## src/rtl/key_scan_debounce.sv

```systemverilog
// key_scan_debounce: samples a bank of push-buttons on a shared slow tick, debounces them and emits
// push/release/long/repeat pulses per key. Auto-repeat is built only when KEY_SCAN_REPEAT_EN is defined.
module key_scan_debounce #(
  parameter int KEY_N          = 5,
  parameter int SAMPLE_CYCLES  = 2000000,
  parameter int LONG_SAMPLES   = 50,
  parameter int REPEAT_SAMPLES = 10,
  parameter int ACTIVE_LOW     = 0
) (
  input  logic             clk,
  input  logic             clr,
  input  logic [KEY_N-1:0] key_in,
  output logic [KEY_N-1:0] key_state,
  output logic [KEY_N-1:0] key_push,
  output logic [KEY_N-1:0] key_release,
  output logic [KEY_N-1:0] key_long,
  output logic [KEY_N-1:0] key_repeat,
  output logic             sample_tick
);

  localparam int CNT_W  = $clog2(SAMPLE_CYCLES);
  localparam int HOLD_W = $clog2(LONG_SAMPLES + 1);
  localparam logic [CNT_W-1:0]  CNT_LAST  = CNT_W'(SAMPLE_CYCLES - 1);
  localparam logic [HOLD_W-1:0] HOLD_LAST = HOLD_W'(LONG_SAMPLES - 1);
  localparam logic [HOLD_W-1:0] HOLD_MAX  = HOLD_W'(LONG_SAMPLES);
  localparam logic [KEY_N-1:0]  POLARITY  = (ACTIVE_LOW != 0) ? {KEY_N{1'b1}} : {KEY_N{1'b0}};

  typedef enum logic [1:0] {ST_IDLE, ST_PRESSED, ST_LONG} key_st_e;

  logic [CNT_W-1:0]  cnt;
  logic              tick_d;
  logic [KEY_N-1:0]  sync1, sync2, samp, prev;
  key_st_e           st [KEY_N];
  logic [HOLD_W-1:0] hold_cnt [KEY_N];

`ifdef KEY_SCAN_REPEAT_EN
  localparam int RPT_W = $clog2(REPEAT_SAMPLES + 1);
  localparam logic [RPT_W-1:0] RPT_LAST = RPT_W'(REPEAT_SAMPLES - 1);
  logic [RPT_W-1:0] rpt_cnt [KEY_N];
`else
  assign key_repeat = '0;
`endif

  assign sample_tick = (cnt == CNT_LAST);

  // Polarity is folded in ahead of the synchroniser so every register resets to "released".
  always_ff @(posedge clk) begin
    if (clr) begin
      cnt    <= '0;
      tick_d <= 1'b0;
      sync1  <= '0;
      sync2  <= '0;
      samp   <= '0;
      prev   <= '0;
    end else begin
      sync1  <= key_in ^ POLARITY;
      sync2  <= sync1;
      cnt    <= (cnt == CNT_LAST) ? '0 : cnt + CNT_W'(1);
      tick_d <= sample_tick;
      if (sample_tick) begin
        prev <= samp;
        samp <= sync2;
      end
    end
  end

  // Key FSMs step in the cycle after each sample edge, once samp/prev hold the two newest samples.
  always_ff @(posedge clk) begin
    if (clr) begin
      key_state   <= '0;
      key_push    <= '0;
      key_release <= '0;
      key_long    <= '0;
`ifdef KEY_SCAN_REPEAT_EN
      key_repeat  <= '0;
`endif
      for (int k = 0; k < KEY_N; k++) begin
        st[k]       <= ST_IDLE;
        hold_cnt[k] <= '0;
`ifdef KEY_SCAN_REPEAT_EN
        rpt_cnt[k]  <= '0;
`endif
      end
    end else begin
      key_push    <= '0;
      key_release <= '0;
      key_long    <= '0;
`ifdef KEY_SCAN_REPEAT_EN
      key_repeat  <= '0;
`endif
      if (tick_d) begin
        for (int k = 0; k < KEY_N; k++) begin
          case (st[k])
            ST_IDLE: begin
              if (samp[k] && prev[k]) begin
                st[k]        <= ST_PRESSED;
                key_state[k] <= 1'b1;
                key_push[k]  <= 1'b1;
                hold_cnt[k]  <= '0;
              end
            end
            ST_PRESSED: begin
              // Release is checked first so it wins over a long-press on the same tick.
              if (!samp[k] && !prev[k]) begin
                st[k]          <= ST_IDLE;
                key_state[k]   <= 1'b0;
                key_release[k] <= 1'b1;
              end else if (hold_cnt[k] == HOLD_LAST) begin
                st[k]       <= ST_LONG;
                key_long[k] <= 1'b1;
                hold_cnt[k] <= HOLD_MAX;
`ifdef KEY_SCAN_REPEAT_EN
                rpt_cnt[k]  <= '0;
`endif
              end else if (hold_cnt[k] != HOLD_MAX) begin
                hold_cnt[k] <= hold_cnt[k] + HOLD_W'(1);
              end
            end
            ST_LONG: begin
              if (!samp[k] && !prev[k]) begin
                st[k]          <= ST_IDLE;
                key_state[k]   <= 1'b0;
                key_release[k] <= 1'b1;
              end
`ifdef KEY_SCAN_REPEAT_EN
              else if (rpt_cnt[k] == RPT_LAST) begin
                key_repeat[k] <= 1'b1;
                rpt_cnt[k]    <= '0;
              end else begin
                rpt_cnt[k] <= rpt_cnt[k] + RPT_W'(1);
              end
`endif
            end
            default: st[k] <= ST_IDLE;
          endcase
        end
      end
    end
  end

endmodule
```

## config.mk

```make
export PLATFORM = sky130hd
export DESIGN_NAME = key_scan_debounce
export DESIGN_NICKNAME = d
export VERILOG_FILES = /design/src/rtl/key_scan_debounce.sv
export SDC_FILE = /design/constraint.sdc
export NUM_CORES = 1
export LEC_CHECK = 0
export ABC_AREA = 1
export BUFFER_PORTS_ARGS = -buffer_cell sky130_fd_sc_hd__buf_2
export CAP_MARGIN = 25
export CORE_MARGIN = 3
export CORE_UTILIZATION = 51
export CTS_CLUSTER_DIAMETER = 120
export DETAILED_ROUTE_END_ITERATION = 7
export GPL_ROUTABILITY_DRIVEN = 1
export PLACE_DENSITY_LB_ADDON = 0.12
export SYNTH_ARGS = -nofsm -noshare
export SYNTH_HDL_FRONTEND = slang
export SYNTH_SLANG_ARGS = --single-unit
```

## constraint.sdc

```tcl
create_clock -name clk -period 2.33 [get_ports clk]
set_clock_uncertainty 0.05 [all_clocks]
set_input_delay 0.233 -clock clk [delete_from_list [all_inputs] [get_ports clk]]
set_output_delay 0.233 -clock clk [all_outputs]
set_load 0.02 [all_outputs]
```

* Yosys cells after proc, flatten, opt, wreduce, memory -nomap -nowiden *
Memory sizes are Yosys's and may differ from the RTL's.
Index checks and enable logic that the tools add are counted.

word-level totals
  register bits after elaboration = 62
  RAM bits = 40
  bits of input ports = 7
  output and inout port bits = 26
  logic and storage cells = 367
  memories kept = 2

memory list
  name      words  width  rd ports  clocked after memory_dff  write ports  RTL line  RTL
  hold_cnt  5      6      5         0                         5            34        logic [HOLD_W-1:0] hold_cnt [KEY_N];
  st        5      2      5         0                         5            33        key_st_e st [KEY_N];

cells by class
  add/sub/neg operators = 6
  eq/ne operators = 31
  multiplexer cells = 212
  bitwise operators = 46
  reduce and logical (&&, ||, !) cells = 52

operators with widths
  operator                                                               count
  1-bit 2-to-1 mux                                                       167
  6-bit 2-to-1 mux                                                       15
  2-bit 2-to-1 mux                                                       25
  1-bit bitwise OR                                                       40
  6-bit by 1-bit adder with 6-bit output, second input constant          5
  6-bit equality test, second input constant                             5
  6-bit != test, second input constant                                   5
  3-bit OR reduction                                                     10
  21-bit by 1-bit adder with 21-bit output, second input constant        1
  21-bit equality test, second input constant                            1
  4-bit AND reduction                                                    5
  2-bit OR reduction                                                     7
  2-bit by 1-bit equality test with 1-bit output, second input constant  5
  2-bit equality test, second input constant                             5
  1-bit logical AND                                                      10
  1-bit logical NOT                                                      10
  2-bit logical NOT                                                      5
  2-bit by 1-bit != test with 1-bit output, second input constant        5
  2-bit != test, second input constant                                   5
  1-bit case mux with 2 select lines                                     5
  2-bit nonzero test                                                     5
  1-bit NOT                                                              6

* Depth between registers and ports, before layout *
Gate-level depths: netlist of the first run.

  depth after elaboration = 11
  gate-level depth with buffers = 10
  mapped depth without buffers = 10

* Least setup slack after synthesis of the first run *
No wires, ideal clock.

  path kind = reg2reg
  from = memory hold_cnt[4][0] in the netlist's numbering
  to = memory hold_cnt[4][0] in the netlist's numbering, enable pin
  setup time = 0.286 ns
  arrival = 1.385 ns
  required time = 1.994 ns
  slack = 0.609 ns
  cell stages (with the launch flop) = 8
  buffers on the path = 0
  period minus slack after synthesis = 1.721 ns
  path through = edfxtp_1 > inv_1 > ha_1 > nand3_1 > nor3_1 > nor3_4 > nor2_1 > nand2_1

RTL lines
  item                RTL line
  start: declaration  34

* Worst setup path after layout of the first run *
  from = register cnt[0]
  to = output port sample_tick

between the ends
  cells in the longest elaborated chain, start to end = 1

RTL lines
  item                      RTL line  RTL
  start: declaration        30        logic [CNT_W-1:0] cnt;
  start signal: assignment  58        cnt <= (cnt == CNT_LAST) ? '0 : cnt + CNT_W'(1);
  21-bit equality test      44        assign sample_tick = (cnt == CNT_LAST);
  end: declaration          18        output logic sample_tick

Every way passes these cells.

==> impl_metrics.env, run 1 <==
export IMPL_detailroute_wirelength_met2_mm=4.586
export IMPL_dominantRegCellSynth="sky130_fd_sc_hd__dfxtp_1"
export IMPL_floorplan_initialDensity_pct=52.99
export IMPL_routed_wire_length_per_instance_um=12.11
export IMPL_clkTransAtPathRegs_ps=100
export IMPL_finalHoldViolations=0
export IMPL_die_area_um2=11550
export IMPL_synth_edf_count=39
export IMPL_multi_input_comb_area_um2=2335
export IMPL_worst_hold_path_type="in2reg"
export IMPL_worst_hold_path_depth=3
export IMPL_run_status="finished, final reports clean"
export IMPL_list_of_cells_traversed_by_the_critical_path="ha_1 -> nand2_2 -> nor2_2 -> nand2_2 -> inv_2 -> nand3_1 -> inv_1 -> buf_2"
export IMPL_drcViolationCount=0
export IMPL_critical_path_class="reg2out"
export IMPL_globalplace_congestion=0.9412
export IMPL_power_leakage_nw=2.555
export IMPL_cell_chosen_for_the_clock_root="sky130_fd_sc_hd__clkbuf_8"
export IMPL_cts_inserted_buffers=9
export IMPL_rr_worst_depth=8
export IMPL_drt_first_pass_iters=5
export IMPL_p_per_area_nw_per_um2=554.8
export IMPL_topRoutingLayerUsed="met4"
export IMPL_worstPathBufferInverterCount=3
export IMPL_vdd_drop_max_uv=320.6
export IMPL_cpMaxStageDelayCell="sky130_fd_sc_hd__dfxtp_1"
export IMPL_post_synth_cell_area_avg_um2=8.205
export IMPL_die_w_um=107.5
export IMPL_clock_tree_buffer_depth=2
export IMPL_placement_rows=36
export IMPL_synth_common_cells="109 x sky130_fd_sc_hd__nand2_1, 108 x sky130_fd_sc_hd__inv_1, 88 x sky130_fd_sc_hd__nor2_1"
export IMPL_critical_path_reg2reg_startpoint="st[4][1]"
export IMPL_synth_top_area_cell="sky130_fd_sc_hd__dfxtp_1"
export IMPL_global_route_overflow_total=0
export IMPL_setup_total_negative_slack_ps=0
export IMPL_period_needed_ps=2092
export IMPL_hold_path_startpoint="clr"
export IMPL_area_share_of_the_largest_cell_type_after_synthesis_pct=24.02
export IMPL_ant_nets=0
export IMPL_synth_top_cells_by_area="sky130_fd_sc_hd__dfxtp_1 24%, sky130_fd_sc_hd__edfxtp_1 22%, sky130_fd_sc_hd__ha_1 8.6%"
export IMPL_max_clock_freq_mhz=478.1
export IMPL_startpoint_type="flip-flop"
export IMPL_dr_first_iter_drc_count=202
export IMPL_met3WireLength_um=465
export IMPL_tritoncts_clock_tree="built"
export IMPL_reg2reg_setup_slack_ps=410
export IMPL_timing_worst_slew_pin_value_ps=537.4
export IMPL_synth_cell_type_count=39
export IMPL_cts_resized=0
export IMPL_crit_family="simple AND/OR/NAND/NOR gates"
export IMPL_initial_antenna_violation_count=0
export IMPL_cp_common_cell="sky130_fd_sc_hd__nand2_2"
export IMPL_number_of_warnings_printed_during_yosys_synthesis=0
export IMPL_async_flop_share_pct=0
export IMPL_drv_cap=0
export IMPL_layout_drive_gt1_share_pct=10.51
export IMPL_fraction_of_the_cycle_the_final_worst_path_needs_pct=89.77
export IMPL_synth_ff_latch_count=102
export IMPL_vias_per_cell=5.005
export IMPL_insertedDiodeCount=0
export IMPL_grt_pass1_vias=3811
export IMPL_floorplan_io_pins=33
export IMPL_final_net_count=723
export IMPL_clkSinkCount=102
export IMPL_place_detailed_hpwl_mm=7.493
export IMPL_synth_most_common_cell="sky130_fd_sc_hd__nand2_1"
export IMPL_crit_path_max_incr_delay_ps=420
export IMPL_setup_viol=0
export IMPL_core_region_area_um2=9910
export IMPL_drt_met1_wl_mm=4.699
export IMPL_floorplan_die_height_um=107.5
export IMPL_max_slew_margin_pct=63.90
export IMPL_clkLatencyLatePin_ps=380
export IMPL_final_core_util_pct=58.13
export IMPL_syn_area_um2=5251
export IMPL_grt_max_degree=21
export IMPL_endpoint_kind="output pin"
export IMPL_arrival_time_of_the_worst_setup_path_ps=1810
export IMPL_maxSlewViolCount=0
export IMPL_first_pass_grt_wire_length_mm=16.82
export IMPL_fill_cells=906
export IMPL_routed_via_count=4094
export IMPL_hold_worst_path_end="sync1[4]"
export IMPL_ctsHtreeMaxLevel=3
export IMPL_critical_path_peak_fanout=5
export IMPL_totalWireLength_mm=9.907
export IMPL_rsz_0062_raised_after_global_routing="no"
export IMPL_seqCellArea_um2=2432
export IMPL_io_buffers=27
export IMPL_synthesis_instances=640
export IMPL_groute_usage_overall_pct=18.25
export IMPL_synth_sequential_area_ratio_pct=46.32
export IMPL_crit_reg2reg_capture="hold_cnt[4][0]"
export IMPL_area_growth_synth_to_final_pct=9.697
export IMPL_timing_critical_path_required_ps=2050
export IMPL_tightest_hold_margin_ps=193.2
[final cells by class]
| type | instances | area share [%] |
|---|---|---|
| well taps | 133 | 2.889 |
| clock buffers | 9 | 2.150 |
| multi-input cells | 420 | 40.53 |
| inverters | 111 | 7.233 |
| repair buffers | 36 | 3.736 |
| flip-flops and latches | 102 | 42.22 |
| clock inverters | 7 | 1.238 |
[cell families after synthesis]
group / after synthesis / synth area share [%]
AND/OR/NAND/NOR: 303 / 26.78
AO/OA/AOI/OAI: 64 / 6.743
other: 1 / 0.07141
XOR/XNOR: 12 / 2.001
flip-flops: 102 / 46.32
adder cells (fa/ha/maj): 36 / 8.578
buffers and inverters: 122 / 9.507
[worst min-delay path: cells and delay by family]
kind	cells	cell delay, ps
buf+inv	2	290
simple gates	1	60
[through the flow]
stage	setup slack (ps)	power [W]	cells	instance area [µm²]
2_1_floorplan	609.4	0.002084	644	5266
3_3_place_gp	427.2	0.002115	797	5515
3_5_place_dp	373.7	0.002123	797	5515
4_1_cts	193.8	0.003234	818	5761
5_1_grt	48.44	0.003350	818	5761
6_report	238.4	0.003196	818	5761
[cells in the final DEF, fill, tap and decap left out, types with 5 or more instances in the layout]
cell type                         n
sky130_fd_sc_hd__conb_1           5
sky130_fd_sc_hd__a21oi_1         27
sky130_fd_sc_hd__nand4_1         20
sky130_fd_sc_hd__o21ai_0         24
sky130_fd_sc_hd__clkbuf_8         9
sky130_fd_sc_hd__nor3b_1          5
sky130_fd_sc_hd__buf_2           27
sky130_fd_sc_hd__dfxtp_1         63
sky130_fd_sc_hd__nor3_1          20
sky130_fd_sc_hd__nor4_1           5
sky130_fd_sc_hd__dlygate4sd3_1    5
sky130_fd_sc_hd__nand2_1        109
sky130_fd_sc_hd__edfxtp_1        39
sky130_fd_sc_hd__ha_1            36
sky130_fd_sc_hd__xnor2_1          8
sky130_fd_sc_hd__inv_1          108
sky130_fd_sc_hd__nor2_1          88
sky130_fd_sc_hd__nand3_1         32
[registers in the layout, indices dropped and copies added (netlist names)]
| name | count |
|---|---|
| hold_cnt | 30 |
| cnt | 21 |
| st | 10 |
| key_long | 5 |
| key_push | 5 |
| key_release | 5 |
| key_state | 5 |
| prev | 5 |
| samp | 5 |
| sync1 | 5 |
| sync2 | 5 |
| tick_d | 1 |
[per-layer routing]
layer / up-vias / track usage [%]
li1: 2146 / -
met1: 1839 / 23.69
met2: 95 / 29.49
met3: 14 / 4.799
met4: 0 / 6.492
met5: - / 0
[how the worst max path moves through the flow]
stage,from,endpoint,slack [ps],depth (start not counted)
floorplan,hold_cnt[4][0],hold_cnt[4][0],610,7
global placement,hold_cnt[4][0],hold_cnt[4][3],430,7
detailed placement,hold_cnt[4][0],hold_cnt[4][0],370,7
CTS,cnt[0],sample_tick,190,8
global route,cnt[0],sample_tick,50,8
finish,cnt[0],sample_tick,240,8
[repair_timing]
action,in CTS,in global routing
setup buffers,0,0
endpoints found under the setup margin,0,0
endpoints found under the hold margin,5,0
hold buffers,5,0
[power breakdown]
part	internal, W	switching (W)
Combinational	0.0000583	0.0000969
Clock	0.000426	0.000681
Sequential	0.00189	0.0000423
Total	0.00238	0.000820
Power figures use the tool's default switching activity.
==> run 2: changes to the inputs <==
Settings changed: MAX_ROUTING_LAYER from default to met4.
==> impl_metrics.env, run 2 (synthesis results as in run 1) <==
export IMPL_layout_drive_gt1_share_pct=10.51
export IMPL_maxSlewViolCount=0
export IMPL_vdd_drop_max_uv=321.3
export IMPL_fraction_of_the_cycle_the_final_worst_path_needs_pct=90.23
export IMPL_core_region_area_um2=9910
export IMPL_area_growth_synth_to_final_pct=9.697
export IMPL_power_frac_comb_pct=4.8
export IMPL_run_status="finished, final reports clean"
export IMPL_max_slew_margin_pct=63.95
export IMPL_largest_register="hold_cnt"
export IMPL_floorplan_initialDensity_pct=52.99
export IMPL_internal_power_w=0.002376
export IMPL_switchingPower_w=0.0008200
export IMPL_routed_wire_length_per_instance_um=12.14
export IMPL_totalPowerFinal_w=0.003196
export IMPL_clkLatencyLatePin_ps=380
export IMPL_ctsHtreeMaxLevel=3
export IMPL_worstPathBufferInverterCount=3
export IMPL_finalHoldViolations=0
export IMPL_final_setup_worst_slack_ps=227.7
export IMPL_drcViolationCount=0
export IMPL_largest_register_ffs=30
export IMPL_rsz_0062_raised_after_global_routing="no"
export IMPL_floorplan_io_pins=33
export IMPL_endpoint_kind="output pin"
export IMPL_globalplace_congestion=0.9581
export IMPL_clkSinkCount=102
export IMPL_dr_first_iter_drc_count=180
export IMPL_ant_nets=0
export IMPL_detailedPlace_worstSlack_ps=373.7
export IMPL_seqPwrFrac_pct=60.5
export IMPL_arrival_time_of_the_worst_setup_path_ps=1820
export IMPL_totalWireLength_mm=9.931
export IMPL_io_buffers=27
export IMPL_layout_common_cells="109 x sky130_fd_sc_hd__nand2_1, 108 x sky130_fd_sc_hd__inv_1, 88 x sky130_fd_sc_hd__nor2_1"
export IMPL_crit_family="simple AND/OR/NAND/NOR gates"
export IMPL_insertedDiodeCount=0
export IMPL_grt_max_degree=21
export IMPL_mostFrequentLayoutCell="sky130_fd_sc_hd__nand2_1"
export IMPL_cell_chosen_for_the_clock_root="sky130_fd_sc_hd__clkbuf_8"
export IMPL_worst_hold_path_type="in2reg"
export IMPL_switching_part_of_the_total_power_pct=25.66
export IMPL_initial_antenna_violation_count=0
export IMPL_p_per_area_nw_per_um2=554.8
export IMPL_drt_first_pass_iters=6
export IMPL_global_route_overflow_total=0
export IMPL_power_share_clock_pct=34.6
export IMPL_die_w_um=107.5
export IMPL_timing_worst_slew_pin_value_ps=536.8
export IMPL_cts_inserted_buffers=9
export IMPL_place_detailed_hpwl_mm=7.493
export IMPL_critical_path_class="reg2out"
export IMPL_tritoncts_clock_tree="built"
export IMPL_grt_pass1_vias=3832
export IMPL_setup_total_negative_slack_ps=0
export IMPL_clkTransAtPathRegs_ps=100
export IMPL_final_net_count=723
export IMPL_startpoint_type="flip-flop"
export IMPL_placement_rows=36
export IMPL_groute_usage_overall_pct=18.68
export IMPL_period_needed_ps=2102
export IMPL_tightest_hold_margin_ps=188.3
export IMPL_floorplan_die_height_um=107.5
export IMPL_crit_path_max_incr_delay_ps=420
export IMPL_cpMaxStageDelayCell="sky130_fd_sc_hd__dfxtp_1"
export IMPL_power_leakage_nw=2.555
export IMPL_timing_critical_path_required_ps=2050
export IMPL_cp_common_cell="sky130_fd_sc_hd__nand2_2"
export IMPL_critical_path_peak_fanout=5
export IMPL_drv_cap=0
export IMPL_vias_per_cell=4.985
export IMPL_list_of_cells_traversed_by_the_critical_path="ha_1 -> nand2_2 -> nor2_2 -> nand2_2 -> inv_2 -> nand3_1 -> inv_1 -> buf_2"
export IMPL_setup_viol=0
export IMPL_stdcell_area_um2=5761
export IMPL_routed_via_count=4078
export IMPL_placed_area_um2=5515
export IMPL_biggestRegsByFlops="hold_cnt x30, cnt x21, st x10"
export IMPL_first_pass_grt_wire_length_mm=16.80
export IMPL_clock_tree_buffer_depth=2
export IMPL_max_clock_freq_mhz=475.7
export IMPL_die_area_um2=11550
run 2: cell counts in the layout (fill, tap and decap cells not counted):
No cell type changed its count.
run 2: layer usage:
layer  global-route usage [%]  share of wire [%]  wire (µm)  up-vias
met3                    3.659                4.2        421        8
li1                         -                  -          -     2144
met1                    23.72                 48       4796     1842
met2                    29.49                 46       4612       84
met5                        -                  0          0        -
met4                    7.574                1.0        101        0
run 2: cell type report:
| type | instances | area, µm² |
|---|---|---|
| Fill cell | 906 | 4149 |
| Clock buffer | 9 | 123.9 |
| Multi-Input combinational cell | 420 | 2335 |
| Clock inverter | 7 | 71.32 |
| Timing Repair Buffer | 36 | 215.2 |
| Sequential cell | 102 | 2432 |
| Inverter | 111 | 416.7 |
| Tap cell | 133 | 166.4 |
run 2: per-stage QoR:
stage,cells,utilization [%]
after floorplan,644,-
after global placement,797,55.66
after detailed placement,797,55.66
after CTS,818,58.13
after global routing,818,58.13
final,818,58.13
run 2: path summary, 6_finish.rpt:
path                  from              to  slack [ps]  cells after the start
setup / recovery    cnt[0]     sample_tick         230                      8
setup reg to reg  st[4][1]  hold_cnt[4][0]         400                      8
hold / removal         clr        sync1[4]         190                      3
hold reg to reg   sync1[2]        sync2[2]         360                      2
run 2: timing repair:
| item | CTS | global route |
|---|---|---|
| hold buffers | 5 | 0 |
| setup buffers | 0 | 0 |
| endpoints found under the hold margin | 5 | 0 |
| gates resized for setup | 0 | 0 |
run 2: power groups by stage:
stage	clock, W	sequential, W	combinational (W)
floorplan	0	0.00196	0.000120
global placement	0	0.00197	0.000143
detailed placement	0	0.00197	0.000148
CTS	0.00114	0.00193	0.000156
global route	0.00122	0.00194	0.000181
finish	0.00111	0.00193	0.000155
run 2: worst reg2reg max path, stage by stage (launching register included):
cell                       delay [ps]
sky130_fd_sc_hd__edfxtp_1         440
sky130_fd_sc_hd__inv_1            100
sky130_fd_sc_hd__ha_1             140
sky130_fd_sc_hd__inv_1             40
sky130_fd_sc_hd__nor2_1           120
sky130_fd_sc_hd__inv_1            110
sky130_fd_sc_hd__nor3_4           280
sky130_fd_sc_hd__nor2_1           120
sky130_fd_sc_hd__nand2_1          220
==> run 3: changes to the inputs <==
--- a/config.mk
+++ b/config.mk
@@ -10,5 +10,5 @@
 export CAP_MARGIN = 25
 export CORE_MARGIN = 3
-export CORE_UTILIZATION = 51
+export CORE_UTILIZATION = 40
 export CTS_CLUSTER_DIAMETER = 120
 export DETAILED_ROUTE_END_ITERATION = 7
@@ -16,4 +16,5 @@
 export MAX_ROUTING_LAYER = met4
 export PLACE_DENSITY_LB_ADDON = 0.12
+export SLEW_MARGIN = 10
 export SYNTH_ARGS = -nofsm -noshare
 export SYNTH_HDL_FRONTEND = slang
==> constraint.sdc (replaced) <==
create_clock -name clk -period 2.33 [get_ports clk]
set_clock_uncertainty 0.05 [all_clocks]
set_input_delay 0.3495 -clock clk [delete_from_list [all_inputs] [get_ports clk]]
set_output_delay 0.3495 -clock clk [all_outputs]
set_load 0.02 [all_outputs]
==> impl_metrics.env, run 3 (synthesis results as in run 1) <==
export IMPL_run_status="finished, final reports clean"
export IMPL_stdcell_area_um2=5877
export IMPL_hold_worst_path_end="sync1[0]"
export IMPL_tritoncts_clock_tree="built"
export IMPL_clkLatencyLatePin_ps=350
export IMPL_endpoint_kind="output pin"
export IMPL_biggestRegsByFlops="hold_cnt x30, cnt x21, st x10"
export IMPL_layout_common_cells="109 x sky130_fd_sc_hd__nand2_1, 108 x sky130_fd_sc_hd__inv_1, 88 x sky130_fd_sc_hd__nor2_1"
export IMPL_arrival_time_of_the_worst_setup_path_ps=1700
export IMPL_totalWireLength_mm=10.38
export IMPL_clock_tree_buffer_depth=2
export IMPL_grt_max_degree=18
export IMPL_io_buffers=27
export IMPL_grt_pass1_vias=3777
export IMPL_floorplan_io_pins=33
export IMPL_numPlacedInstances=836
export IMPL_setup_total_negative_slack_ps=0
export IMPL_clkSinkCount=102
export IMPL_postCtsHoldBufs=0
export IMPL_dr_first_iter_drc_count=182
export IMPL_largest_register_ffs=30
export IMPL_power_leakage_nw=2.584
export IMPL_worst_hold_path_depth=3
export IMPL_place_detailed_hpwl_mm=7.785
export IMPL_routed_wire_length_per_instance_um=12.18
export IMPL_area_growth_synth_to_final_pct=11.91
export IMPL_fill_cells=1334
export IMPL_startpoint_type="flip-flop"
export IMPL_critical_path_reg2reg_startpoint="st[4][1]"
export IMPL_placed_area_um2=5564
export IMPL_routed_via_count=4046
export IMPL_post_cts_setup_inserts=0
export IMPL_globalplace_congestion=0.8994
export IMPL_initial_antenna_violation_count=0
export IMPL_critical_path_peak_fanout=4
export IMPL_cts_inserted_buffers=9
export IMPL_setup_viol=0
export IMPL_placement_rows=41
export IMPL_die_w_um=120.6
export IMPL_vdd_drop_max_uv=329.7
export IMPL_final_net_count=718
export IMPL_list_of_cells_traversed_by_the_critical_path="ha_2 -> nand2_2 -> nor2_2 -> nand2_2 -> inv_2 -> nand3_1 -> inv_1 -> buf_2"
export IMPL_floorplan_die_height_um=120.6
export IMPL_largest_register="hold_cnt"
export IMPL_mostFrequentLayoutCell="sky130_fd_sc_hd__nand2_1"
export IMPL_groute_usage_overall_pct=15.12
export IMPL_ctsHtreeMaxLevel=3
export IMPL_insertedDiodeCount=0
export IMPL_cpMaxStageDelayCell="sky130_fd_sc_hd__dfxtp_1"
export IMPL_cell_chosen_for_the_clock_root="sky130_fd_sc_hd__clkbuf_16"
export IMPL_clkTransAtPathRegs_ps=70
export IMPL_critical_path_class="reg2out"
export IMPL_drv_cap=0
export IMPL_max_clock_freq_mhz=475.4
export IMPL_core_region_area_um2=12720
export IMPL_drcViolationCount=0
export IMPL_fraction_of_the_cycle_the_final_worst_path_needs_pct=90.28
export IMPL_timing_worst_slew_pin_value_ps=577.8
export IMPL_global_route_overflow_total=0
export IMPL_totalPowerFinal_w=0.003619
export IMPL_ant_nets=0
export IMPL_worst_hold_path_type="in2reg"
export IMPL_rr_worst_depth=8
export IMPL_worstPathBufferInverterCount=3
export IMPL_crit_reg2reg_capture="hold_cnt[4][4]"
export IMPL_hold_path_startpoint="key_in[0]"
export IMPL_tightest_hold_margin_ps=148.4
export IMPL_worst_path_stages=8
export IMPL_stdcell_count=852
export IMPL_finalHoldViolations=0
export IMPL_die_area_um2=14540
export IMPL_max_slew_margin_pct=61.19
export IMPL_drt_first_pass_iters=4
export IMPL_reg2reg_setup_slack_ps=360
export IMPL_crit_family="simple AND/OR/NAND/NOR gates"
export IMPL_crit_path_max_incr_delay_ps=370
export IMPL_p_per_area_nw_per_um2=615.8
export IMPL_vias_per_cell=4.749
export IMPL_layout_drive_gt1_share_pct=10.88
export IMPL_rsz_0062_raised_after_global_routing="no"
export IMPL_floorplan_initialDensity_pct=41.28
export IMPL_maxSlewViolCount=0
export IMPL_timing_critical_path_required_ps=1930
export IMPL_period_needed_ps=2103
export IMPL_first_pass_grt_wire_length_mm=17.39
export IMPL_cp_common_cell="sky130_fd_sc_hd__nand2_2"
## run 3: changes by cell type in the layout (fill, tap and decap cells not counted)
| cell | before | now |
|---|---|---|
| sky130_fd_sc_hd__inv_8 | 4 | 0 |
| sky130_fd_sc_hd__clkbuf_8 | 9 | 0 |
| sky130_fd_sc_hd__ha_1 | 36 | 35 |
| sky130_fd_sc_hd__dfxtp_1 | 63 | 62 |
| sky130_fd_sc_hd__inv_4 | 0 | 2 |
| sky130_fd_sc_hd__ha_2 | 0 | 1 |
| sky130_fd_sc_hd__clkbuf_16 | 0 | 11 |
| sky130_fd_sc_hd__clkinv_4 | 2 | 0 |
| sky130_fd_sc_hd__dlygate4sd3_1 | 5 | 0 |
| sky130_fd_sc_hd__dfxtp_2 | 0 | 1 |
| sky130_fd_sc_hd__clkinvlp_4 | 0 | 1 |
| sky130_fd_sc_hd__clkinv_2 | 0 | 1 |
## run 3: how the worst max path moves through the flow
stage	start	to
floorplan	hold_cnt[4][0]	hold_cnt[4][0]
global placement	clr	hold_cnt[0][1]
detailed placement	clr	hold_cnt[0][1]
CTS	cnt[0]	sample_tick
global route	cnt[1]	sample_tick
finish	cnt[1]	sample_tick
## run 3: per-layer routing
layer | part of all wire, % | vias to the layer above | global-route usage, % | routed length (µm)
met3 | 3.6 | 4 | 2.947 | 370
met2 | 46 | 63 | 23.30 | 4761
met4 | 0.31 | 0 | 5.949 | 32
li1 | - | 2131 | - | -
met1 | 50 | 1848 | 19.76 | 5211
met5 | 0 | - | - | 0
## run 3: power by group
| part | switching [W] | total (W) | internal [W] |
|---|---|---|---|
| combinational | 0.0000969 | 0.000151 | 0.0000537 |
| sequential | 0.0000426 | 0.00193 | 0.00189 |
| clock | 0.000676 | 0.00153 | 0.000858 |
## run 3: cell type report
| class | instances | area [µm²] | area share [%] |
|---|---|---|---|
| Sequential cell | 102 | 2434 | 41.41 |
| Multi-Input combinational cell | 420 | 2337 | 39.77 |
| Inverter | 111 | 416.7 | 7.090 |
| Clock buffer | 11 | 275.3 | 4.684 |
| Tap cell | 172 | 215.2 | 3.662 |
| Timing Repair Buffer | 31 | 165.2 | 2.810 |
| Clock inverter | 5 | 33.78 | 0.5748 |
## run 3: stage by stage
stage	util (%)	setup slack, ps
after floorplan	-	609.4
after global placement	43.74	369.5
after detailed placement	43.74	294.4
after CTS	46.16	128.1
after global routing	46.19	53.09
final	46.19	226.6
## run 3: repair_timing
item	CTS	global route
setup endpoints to repair	0	1
gates resized for setup	0	2
endpoints found under the hold margin	0	0
## run 3: worst min-delay path: stages
cell	delay [ps]
sky130_fd_sc_hd__buf_2	90
sky130_fd_sc_hd__inv_1	40
sky130_fd_sc_hd__nor2_1	30
